## config.mk

```make
export PLATFORM = sky130hd
export DESIGN_NAME = vga_timing_gen_flat
export DESIGN_NICKNAME = d
export VERILOG_FILES = /design/src/rtl/vga_pkg.sv /design/src/rtl/vga_timing_gen_if.sv /design/src/rtl/vga_delay_line.sv /design/src/rtl/vga_timing_gen.sv /design/src/flat_wrapper.sv
export SDC_FILE = /design/constraint.sdc
export NUM_CORES = 1
export LEC_CHECK = 0
export BUFFER_PORTS_ARGS = -buffer_cell sky130_fd_sc_hd__buf_4
export CAP_MARGIN = 10
export CORE_UTILIZATION = 40
export DETAILED_ROUTE_END_ITERATION = 16
export SETUP_SLACK_MARGIN = 0.1
export SLEW_MARGIN = 15
export SYNTH_ARGS = -nofsm -noshare
export SYNTH_HDL_FRONTEND = slang
export SYNTH_SLANG_ARGS = --single-unit
export TNS_END_PERCENT = 1
```

## constraint.sdc

```tcl
create_clock -name pixClk -period 4.4 [get_ports pixClk]
set_input_delay 1.1 -clock pixClk [delete_from_list [all_inputs] [get_ports pixClk]]
set_output_delay 1.1 -clock pixClk [all_outputs]
set_load 0.01 [all_outputs]
```

## src/rtl/vga_pkg.sv

```systemverilog
// Shared types and standard mode timings for the VGA timing generator.
// The per-axis quadruples are active / front porch / sync / back porch.
package vga_pkg;

    typedef struct packed {
        logic hSync;
        logic vSync;
        logic valid;
    } vga_sig_t;

    localparam int VGA_640x480_60_H_AV  = 640;
    localparam int VGA_640x480_60_H_FP  = 16;
    localparam int VGA_640x480_60_H_SP  = 96;
    localparam int VGA_640x480_60_H_BP  = 48;
    localparam int VGA_640x480_60_V_AV  = 480;
    localparam int VGA_640x480_60_V_FP  = 10;
    localparam int VGA_640x480_60_V_SP  = 2;
    localparam int VGA_640x480_60_V_BP  = 33;
    localparam bit VGA_640x480_60_H_POL = 1'b0;
    localparam bit VGA_640x480_60_V_POL = 1'b0;

    localparam int SVGA_800x600_60_H_AV  = 800;
    localparam int SVGA_800x600_60_H_FP  = 40;
    localparam int SVGA_800x600_60_H_SP  = 128;
    localparam int SVGA_800x600_60_H_BP  = 88;
    localparam int SVGA_800x600_60_V_AV  = 600;
    localparam int SVGA_800x600_60_V_FP  = 1;
    localparam int SVGA_800x600_60_V_SP  = 4;
    localparam int SVGA_800x600_60_V_BP  = 23;
    localparam bit SVGA_800x600_60_H_POL = 1'b1;
    localparam bit SVGA_800x600_60_V_POL = 1'b1;

endpackage

```

## src/rtl/vga_timing_gen_if.sv

```systemverilog
// Video timing bundle between the timing generator (master) and the
// pixel-generation logic (slave); the slave supplies the pixel enable.
interface vga_timing_gen_if #(
    parameter int CW   = 10,
    parameter int FC_W = 8
);
    logic            pixEn;
    logic [CW-1:0]   x;
    logic [CW-1:0]   y;
    logic            hSync;
    logic            vSync;
    logic            valid;
    logic            lineStart;
    logic            frameStart;
    logic [FC_W-1:0] frameCount;

    modport master (
        input  pixEn,
        output x, y, hSync, vSync, valid, lineStart, frameStart, frameCount
    );

    modport slave (
        output pixEn,
        input  x, y, hSync, vSync, valid, lineStart, frameStart, frameCount
    );
endinterface

```

## src/rtl/vga_delay_line.sv

```systemverilog
// Enable-gated shift register that delays the sync/valid bundle by LAT
// pixels so it lines up with downstream pixel-lookup latency.
module vga_delay_line
    import vga_pkg::*;
#(
    parameter int       LAT     = 2,
    parameter vga_sig_t RST_VAL = '0
) (
    input  logic     clk,
    input  logic     rst,
    input  logic     en,
    input  vga_sig_t din,
    output vga_sig_t dout
);

    if (LAT == 0) begin : g_bypass
        logic unused_ctrl;
        assign unused_ctrl = ^{clk, rst, en};
        assign dout = din;
    end else begin : g_shift
        vga_sig_t stage_q [LAT];
        vga_sig_t stage_d [LAT];

        always_comb begin
            for (int i = 0; i < LAT; i++) begin
                stage_d[i] = stage_q[i];
            end
            if (en) begin
                stage_d[0] = din;
                for (int i = 1; i < LAT; i++) begin
                    stage_d[i] = stage_q[i-1];
                end
            end
        end

        // Reset flushes every stage so no partial sync pulse escapes.
        always_ff @(posedge clk) begin
            if (rst) begin
                for (int i = 0; i < LAT; i++) begin
                    stage_q[i] <= RST_VAL;
                end
            end else begin
                stage_q <= stage_d;
            end
        end

        assign dout = stage_q[LAT-1];
    end

endmodule

```

## src/rtl/vga_timing_gen.sv

```systemverilog
// Parametrised VGA raster timing: x/y counters, sync/valid decode with a
// programmable pipeline delay, line/frame strobes and a frame counter.
module vga_timing_gen
    import vga_pkg::*;
#(
    parameter int CW    = 10,
    parameter int H_AV  = 640,
    parameter int H_FP  = 16,
    parameter int H_SP  = 96,
    parameter int H_BP  = 48,
    parameter int V_AV  = 480,
    parameter int V_FP  = 10,
    parameter int V_SP  = 2,
    parameter int V_BP  = 33,
    parameter bit H_POL = 1'b0,
    parameter bit V_POL = 1'b0,
    parameter int LAT   = 2,
    parameter int FC_W  = 8
) (
    input logic              pixClk,
    input logic              reset,
    vga_timing_gen_if.master vga
);

    localparam int H_TOTAL = H_AV + H_FP + H_SP + H_BP;
    localparam int V_TOTAL = V_AV + V_FP + V_SP + V_BP;

    if (H_TOTAL > (1 << CW) || V_TOTAL > (1 << CW) || LAT < 0 || LAT > 15 ||
        H_FP == 0 || H_SP == 0 || H_BP == 0 ||
        V_FP == 0 || V_SP == 0 || V_BP == 0) begin : g_bad_params
        $fatal(1, "vga_timing_gen: illegal timing parameters");
    end

    localparam logic [CW-1:0] H_LAST   = CW'(H_TOTAL - 1);
    localparam logic [CW-1:0] V_LAST   = CW'(V_TOTAL - 1);
    localparam logic [CW-1:0] H_ACT    = CW'(H_AV);
    localparam logic [CW-1:0] V_ACT    = CW'(V_AV);
    localparam logic [CW-1:0] HS_BEGIN = CW'(H_AV + H_FP);
    localparam logic [CW-1:0] HS_END   = CW'(H_AV + H_FP + H_SP);
    localparam logic [CW-1:0] VS_BEGIN = CW'(V_AV + V_FP);
    localparam logic [CW-1:0] VS_END   = CW'(V_AV + V_FP + V_SP);

    localparam vga_sig_t SIG_IDLE = '{hSync: ~H_POL, vSync: ~V_POL, valid: 1'b0};

    logic [CW-1:0]   x_q, x_d;
    logic [CW-1:0]   y_q, y_d;
    logic [FC_W-1:0] fc_q, fc_d;
    logic            x_wrap, y_wrap;
    logic            line_start;
    vga_sig_t        sig_raw, sig_dly;

    always_comb begin
        x_d    = x_q;
        y_d    = y_q;
        fc_d   = fc_q;
        x_wrap = (x_q == H_LAST);
        y_wrap = (y_q == V_LAST);
        if (vga.pixEn) begin
            x_d = x_wrap ? '0 : x_q + CW'(1);
            if (x_wrap) begin
                y_d = y_wrap ? '0 : y_q + CW'(1);
                if (y_wrap) begin
                    fc_d = fc_q + FC_W'(1);
                end
            end
        end
    end

    always_ff @(posedge pixClk) begin
        if (reset) begin
            x_q  <= '0;
            y_q  <= '0;
            fc_q <= '0;
        end else begin
            x_q  <= x_d;
            y_q  <= y_d;
            fc_q <= fc_d;
        end
    end

    // vSync decodes from y alone, so it flips on the same edge x wraps.
    always_comb begin
        sig_raw.hSync = (x_q >= HS_BEGIN && x_q < HS_END) ? H_POL : ~H_POL;
        sig_raw.vSync = (y_q >= VS_BEGIN && y_q < VS_END) ? V_POL : ~V_POL;
        sig_raw.valid = (x_q < H_ACT) && (y_q < V_ACT);
    end

    vga_delay_line #(
        .LAT     (LAT),
        .RST_VAL (SIG_IDLE)
    ) u_delay (
        .clk  (pixClk),
        .rst  (reset),
        .en   (vga.pixEn),
        .din  (sig_raw),
        .dout (sig_dly)
    );

    assign line_start     = vga.pixEn && (x_q == '0);
    assign vga.x          = x_q;
    assign vga.y          = y_q;
    assign vga.hSync      = sig_dly.hSync;
    assign vga.vSync      = sig_dly.vSync;
    assign vga.valid      = sig_dly.valid;
    assign vga.lineStart  = line_start;
    assign vga.frameStart = line_start && (y_q == '0);
    assign vga.frameCount = fc_q;

endmodule
```

## src/flat_wrapper.sv

```systemverilog
// flat-port wrapper written by rule: the top's interface ports become plain ports
module vga_timing_gen_flat import vga_pkg::*;
#(
    parameter int CW    = 10,
    parameter int H_AV  = 640,
    parameter int H_FP  = 16,
    parameter int H_SP  = 96,
    parameter int H_BP  = 48,
    parameter int V_AV  = 480,
    parameter int V_FP  = 10,
    parameter int V_SP  = 2,
    parameter int V_BP  = 33,
    parameter bit H_POL = 1'b0,
    parameter bit V_POL = 1'b0,
    parameter int LAT   = 2,
    parameter int FC_W  = 8
)
  (pixClk, reset, vga_pixEn, vga_x, vga_y, vga_hSync, vga_vSync, vga_valid, vga_lineStart, vga_frameStart, vga_frameCount);
  vga_timing_gen_if #(.CW(CW), .FC_W(FC_W)) vga_i ();
  input logic pixClk;
  input logic reset;
  input wire logic [$bits(vga_i.pixEn)-1:0] vga_pixEn;
  output wire logic [$bits(vga_i.x)-1:0] vga_x;
  output wire logic [$bits(vga_i.y)-1:0] vga_y;
  output wire logic [$bits(vga_i.hSync)-1:0] vga_hSync;
  output wire logic [$bits(vga_i.vSync)-1:0] vga_vSync;
  output wire logic [$bits(vga_i.valid)-1:0] vga_valid;
  output wire logic [$bits(vga_i.lineStart)-1:0] vga_lineStart;
  output wire logic [$bits(vga_i.frameStart)-1:0] vga_frameStart;
  output wire logic [$bits(vga_i.frameCount)-1:0] vga_frameCount;
  assign vga_i.pixEn = vga_pixEn;
  assign vga_x = vga_i.x;
  assign vga_y = vga_i.y;
  assign vga_hSync = vga_i.hSync;
  assign vga_vSync = vga_i.vSync;
  assign vga_valid = vga_i.valid;
  assign vga_lineStart = vga_i.lineStart;
  assign vga_frameStart = vga_i.frameStart;
  assign vga_frameCount = vga_i.frameCount;
  vga_timing_gen #(.CW(CW), .H_AV(H_AV), .H_FP(H_FP), .H_SP(H_SP), .H_BP(H_BP), .V_AV(V_AV), .V_FP(V_FP), .V_SP(V_SP), .V_BP(V_BP), .H_POL(H_POL), .V_POL(V_POL), .LAT(LAT), .FC_W(FC_W)) u_core (.pixClk(pixClk), .reset(reset), .vga(vga_i));
endmodule
```

==> metrics.yaml, run 1 <==
core_area_sq_um: 4120
postLayoutCoreUtil_pct: 51.1
synthTopCellsByCount: "dfxtp_1 (34), a21oi_1 (17), nor2_1 (15)"
synth.most_common_cell: "dfxtp_1"
fillCellCount: 419
root_buffer: "clkbuf_8"
power.internal_uw: 436
rows: 23
ys_warn_count: 0
vias_per_cell: 5.81
tritoncts: "yes"
reg2reg_from: "u_core.vga.x[0]$_SDFFE_PP0P_"
firstDrtPassIters: 4
place_area_sq_um: 2030
grt_max_degree: 27
synth_area_sq_um: 1770
synth.distinct_cells: 45
synthFlopType: "dfxtp_1"
gp_congestion: 0.754
insertion_delay_ns: 0.28
holdBufCountCts: 0
cts.path.max_buffers: 2
setup_ws_ns: 1.44
syn2layout_area_growth_pct: 18.5
cts.htree.levels: 2
yosysTopAreaCellShare_pct: 38.4
ant_nets: 0
crit_type: "in2out"
gr-usage-all-layers_pct: 19.6
async_reset_ff_share_pct: 0
n_antenna_cell: 0
cp-start-kind: "input port"
worstPathArrival_ns: 1.86
run_status: "completed"
p_sw_share_pct: 22.1
cts_sinks: 34
rsz0062_at_grt: "no"
remaining_drc_errors: 0
clkTransAtPathRegs_ns: 0.06
p_switching_uw: 124
cts_buffers: 5
synth_edf_count: 0
worst_pin_slew_ns: 0.453
grt_pass1_vias: 1479
min_from: "u_core.u_delay.g_shift.stage_q[5]$_SDFFE_PP1P_"
powerDensity_nw_per_um2: 267
p_leak_nw: 0.790
slew_headroom_pct: 69.7
hold_class: "reg2reg"
routed_wl_microns: 3990
antenna_found_initial: 0
crit_required_ns: 3.30
stdcell_area_sq_um: 2100
min_period_ns: 2.96
maxSlewViolCount: 0
drt_iter0_drc: 115
cp-end-kind: "output pin"
synth_nets: 203
synthCells: 195
fmax_mhz: 338
irDropWorstVdd_v: 0.000128
period_share_pct: 67.3
dieArea_sq_um: 4710
die_w_microns: 68.6
syn_avg_cell_area_sq_um: 9.10
start_util_pct: 43.1
wl_per_cell_microns: 14.5
grt_overflow: 0
seqPwrFrac_pct: 56.3
power_frac_clock_pct: 37.8
dp_slack_ns: 1.44
hold_viol_final: 0
synthTopCellsByArea: "dfxtp_1 (38%), a21oi_1 (4.8%), ha_1 (3.5%), or4_1 (3.4%), nor2_1 (3.2%)"
fin_nets: 234
p_comb_share_pct: 5.9
post-cts-setup-buffers: 0
drive_gt1_share_pct: 23.0
dp_hpwl_microns: 2870
grt_pass1_wl_microns: 6830
cp-startpoint: "vga_pixEn"
yosysSeqAreaShare_pct: 38.4
ctsResizeCount: 0
cp_max_fo: 18
setup_viol: 0
port_buffers: 35
netlist.top_cell.by_area: "dfxtp_1"
fin_skew_ns: 0.00523
ios: 36
maxCapViolCount: 0
fp.dieH_microns: 68.6
dr_total_vias: 1603
ys_seq_elements: 34
fin_tns_setup_ns: 0
holdWs_ns: 0.480
[state kept, by name, indices dropped and copies added (netlist names)]
register	count
u_core.vga.x	10
u_core.vga.y	10
u_core.vga.frameCount	8
u_core.u_delay.dout	3
u_core.u_delay.g_shift.stage_q	3
[layer usage]
metal | up-vias | GRT usage, % | part of all wire, %
met5 | - | 0 | 0
li1 | 778 | - | -
met3 | 5 | 4.93 | 4.1
met4 | 0 | 6.25 | 0.85
met1 | 778 | 24.7 | 47
met2 | 42 | 32.4 | 48
[logic make-up (layout without fill, tap and decap cells)]
logic type,after synthesis,after routing,synth area share (%)
simple gates,84,84,31.3
compound gates,41,41,14.5
flops,34,34,38.4
buf+inv,18,49,5.64
xor+xnor,10,10,4.94
fa+ha+maj,5,5,3.53
mux,3,3,1.69
[cells in the final DEF (no fill, tap or decap), drive strengths merged, types with 5 or more instances in the layout]
cell and instances:
buf 35, dfxtp 34, a21oi 17, nor2 15, o21ai 9, nand3 9
nand4 9, or4 8, inv 7, or3 7, nand2 7, o31ai 7
clkbuf 7, xnor2 6, ha 5
[path summary, 6_finish.rpt]
check / cells past startpoint / to / slack, ns
setup / recovery: 4 / vga_frameStart / 1.44
hold / removal: 1 / u_core.u_delay.dout[2]$_SDFFE_PP1P_ / 0.48
setup reg to reg: 5 / u_core.vga.frameCount[7]$_SDFFE_PP0P_ / 2.17
hold reg to reg: 1 / u_core.u_delay.dout[2]$_SDFFE_PP1P_ / 0.48
[per-stage QoR]
| stage | power (mW) | instances |
|---|---|---|
| finish | 0.561 | 276 |
| global route | 0.587 | 276 |
| CTS | 0.566 | 276 |
| detailed placement | 0.356 | 269 |
| global placement | 0.355 | 269 |
| floorplan | 0.342 | 195 |
[area by class of cell]
type,count,area (sq um),area share (%)
clock buffer,7,76.3,3.63
inverter,7,26.3,1.25
multi-input combinational,143,993,47.3
sequential,34,681,32.4
tap,50,62.6,2.98
timing repair buffer,35,263,12.5
[power by group through the flow]
stage / Combinational, mW / Clock, mW / Sequential, mW
6_report: 0.0332 / 0.212 / 0.316
5_1_grt: 0.0372 / 0.233 / 0.316
4_1_cts: 0.0338 / 0.217 / 0.316
3_5_place_dp: 0.0337 / 0 / 0.323
3_3_place_gp: 0.0326 / 0 / 0.322
2_1_floorplan: 0.0189 / 0 / 0.324
[worst max-delay path, stage by stage]
cell     delay [ns]
buf_4          0.19
and4b_1        0.25
and4_1         0.19
buf_4          0.12
Note: power is estimated with default switching activity, not from simulation.
==> run 2: changes to the inputs <==
==> constraint.sdc (replaced) <==
create_clock -name pixClk -period 2.7 [get_ports pixClk]
set_input_delay 0.675 -clock pixClk [delete_from_list [all_inputs] [get_ports pixClk]]
set_output_delay 0.675 -clock pixClk [all_outputs]
set_load 0.01 [all_outputs]
==> metrics.yaml, run 2 (synthesis results as in run 1) <==
run_status: "completed"  # unchanged
fin_tns_setup_ns: 0  # unchanged
p_leak_nw: 0.795  # was 0.790 nW
insertion_delay_ns: 0.29  # was 0.28 ns
routed_wl_microns: 3960  # was 3990 microns
tritoncts: "yes"  # unchanged
cts.path.max_buffers: 2  # unchanged
remaining_drc_errors: 0  # unchanged
dieArea_sq_um: 4710  # unchanged
slew_headroom_pct: 73.1  # was 69.7%
core_area_sq_um: 4120  # unchanged
reg2reg_from: "u_core.vga.x[0]$_SDFFE_PP0P_"  # unchanged
antenna_found_initial: 0  # unchanged
maxCapViolCount: 0  # unchanged
maxSlewViolCount: 0  # unchanged
cts_sinks: 34  # unchanged
grt_max_degree: 27  # unchanged
cp_max_fo: 6  # was 18
crit_type: "reg2out"  # was in2out
gp_congestion: 0.741  # was 0.754
hold_path_end: "u_core.u_delay.dout[2]$_SDFFE_PP1P_"  # unchanged
drive_gt1_share_pct: 23.3  # was 23.0%
worst_pin_slew_ns: 0.400  # was 0.453 ns
cp-start-kind: "flop"  # was input port
cts.htree.levels: 2  # unchanged
ios: 36  # unchanged
crit_required_ns: 2.03  # was 3.30 ns
hold_class: "reg2reg"  # unchanged
fin_skew_ns: 0.00446  # was 0.00523 ns
min_from: "u_core.u_delay.g_shift.stage_q[5]$_SDFFE_PP1P_"  # unchanged
firstDrtPassIters: 4  # unchanged
gr-usage-all-layers_pct: 18.8  # was 19.6%
fmax_mhz: 424
holdBufCountCts: 0  # unchanged
rsz0062_at_grt: "no"  # unchanged
grt_pass1_wl_microns: 6490  # was 6830 microns
final_cell_mix: "buf_4 (36), dfxtp_1 (34), a21oi_1 (17), nor2_1 (15)"  # was buf_4 (35), dfxtp_1 (34), a21oi_1 (17), nor2_1 (15)
min_period_ns: 2.36
crit_chain: "inv_1 -> ha_1 -> nor4b_1 -> and4b_1 -> and4_1 -> buf_4"  # was buf_4 -> and4b_1 -> and4_1 -> buf_4
p_total_uw: 924  # was 561 uW
worstPathArrival_ns: 1.68  # was 1.86 ns
r2r_slack_ns: 0.44  # was 2.17 ns
final_common_cell: "buf_4"  # unchanged
r2r-end: "u_core.vga.frameCount[5]$_SDFFE_PP0P_"  # was u_core.vga.frameCount[7]$_SDFFE_PP0P_
port_buffers: 35  # unchanged
hold_viol_final: 0  # unchanged
wl_per_cell_microns: 14.3  # was 14.5 microns
die_w_microns: 68.6  # unchanged
cts_buffers: 5  # unchanged
ctsResizeCount: 0  # unchanged
dr_total_vias: 1554  # was 1,603
ant_nets: 0  # unchanged
grt_overflow: 0  # unchanged
cp_num_buf_inv: 2  # unchanged
cp_slowest_stage_delay_ns: 0.37  # was 0.25 ns
period_share_pct: 87.3
vias_per_cell: 5.61  # was 5.81
rows: 23  # unchanged
irDropWorstVdd_v: 0.000223  # was 0.000128 V
root_buffer: "clkbuf_8"  # unchanged
drt_iter0_drc: 114  # was 115
dp_hpwl_microns: 2800  # was 2870 microns
post-cts-setup-buffers: 0  # unchanged
holdPathStages: 1  # unchanged
cp-end-kind: "output pin"  # unchanged
n_antenna_cell: 0  # unchanged
crit_family: "simple AND/OR/NAND/NOR gates"  # unchanged
fin_cells: 277  # was 276
powerDensity_nw_per_um2: 438  # was 267 nW/um^2
clkTransAtPathRegs_ns: 0.07  # was 0.06 ns
post-place-cells: 270  # was 269
fp.dieH_microns: 68.6  # unchanged
grt_pass1_vias: 1421  # was 1,479
reg2reg_depth: 5  # unchanged
setup_viol: 0  # unchanged
crit_slowest_cell: "dfxtp_1"  # was and4b_1
start_util_pct: 43.1  # unchanged
syn2layout_area_growth_pct: 18.9  # was 18.5%
fin_nets: 235  # was 234
[run 2: how the worst max path moves through the flow]
stage,startpoint,end,slack [ns],depth (start not counted)
after floorplan,vga_pixEn,u_core.vga.frameCount[3]$_SDFFE_PP0P_,0.69,6
after global placement,vga_pixEn,u_core.vga.frameCount[6]$_SDFFE_PP0P_,0.33,5
after detailed placement,vga_pixEn,u_core.vga.frameCount[5]$_SDFFE_PP0P_,0.20,5
after CTS,u_core.vga.x[0]$_SDFFE_PP0P_,vga_frameStart,0.35,6
after global routing,u_core.vga.x[0]$_SDFFE_PP0P_,vga_frameStart,0.16,6
final,u_core.vga.x[0]$_SDFFE_PP0P_,vga_frameStart,0.34,6
[run 2: report_power, final]
group | leakage [nW] | switching (mW) | internal [mW]
clock | 0.0383 | 0.177 | 0.177
sequential | 0.275 | 0.00670 | 0.508
combinational | 0.482 | 0.0289 | 0.0262
total | 0.795 | 0.213 | 0.711
[run 2: layer usage]
| metal | GRT usage [%] | part of all wire [%] | vias to the layer above |
|---|---|---|---|
| met5 | 0 | 0 | - |
| met4 | 9.64 | 1.9 | 0 |
| met3 | 5.10 | 4.7 | 8 |
| met2 | 28.9 | 46 | 37 |
| met1 | 23.9 | 47 | 723 |
| li1 | - | - | 786 |
[run 2: metrics by stage]
step | area, sq um | setup WS, ns | hold WS (ns) | util (%)
final | 2110 | 0.344 | 0.467 | 51.3
after global routing | 2110 | 0.157 | 0.499 | 51.3
after floorplan | 1770 | 0.689 | 0.439 | -
after global placement | 2030 | 0.331 | 0.452 | 49.4
after CTS | 2110 | 0.350 | 0.479 | 51.3
after detailed placement | 2030 | 0.195 | 0.465 | 49.4
[run 2: final cells by class]
class	instances	area [sq um]
sequential	34	681
clock buffer	7	76.3
multi-input combinational	143	993
tap	50	62.6
timing repair buffer	36	270
inverter	7	26.3
fill	403	2010
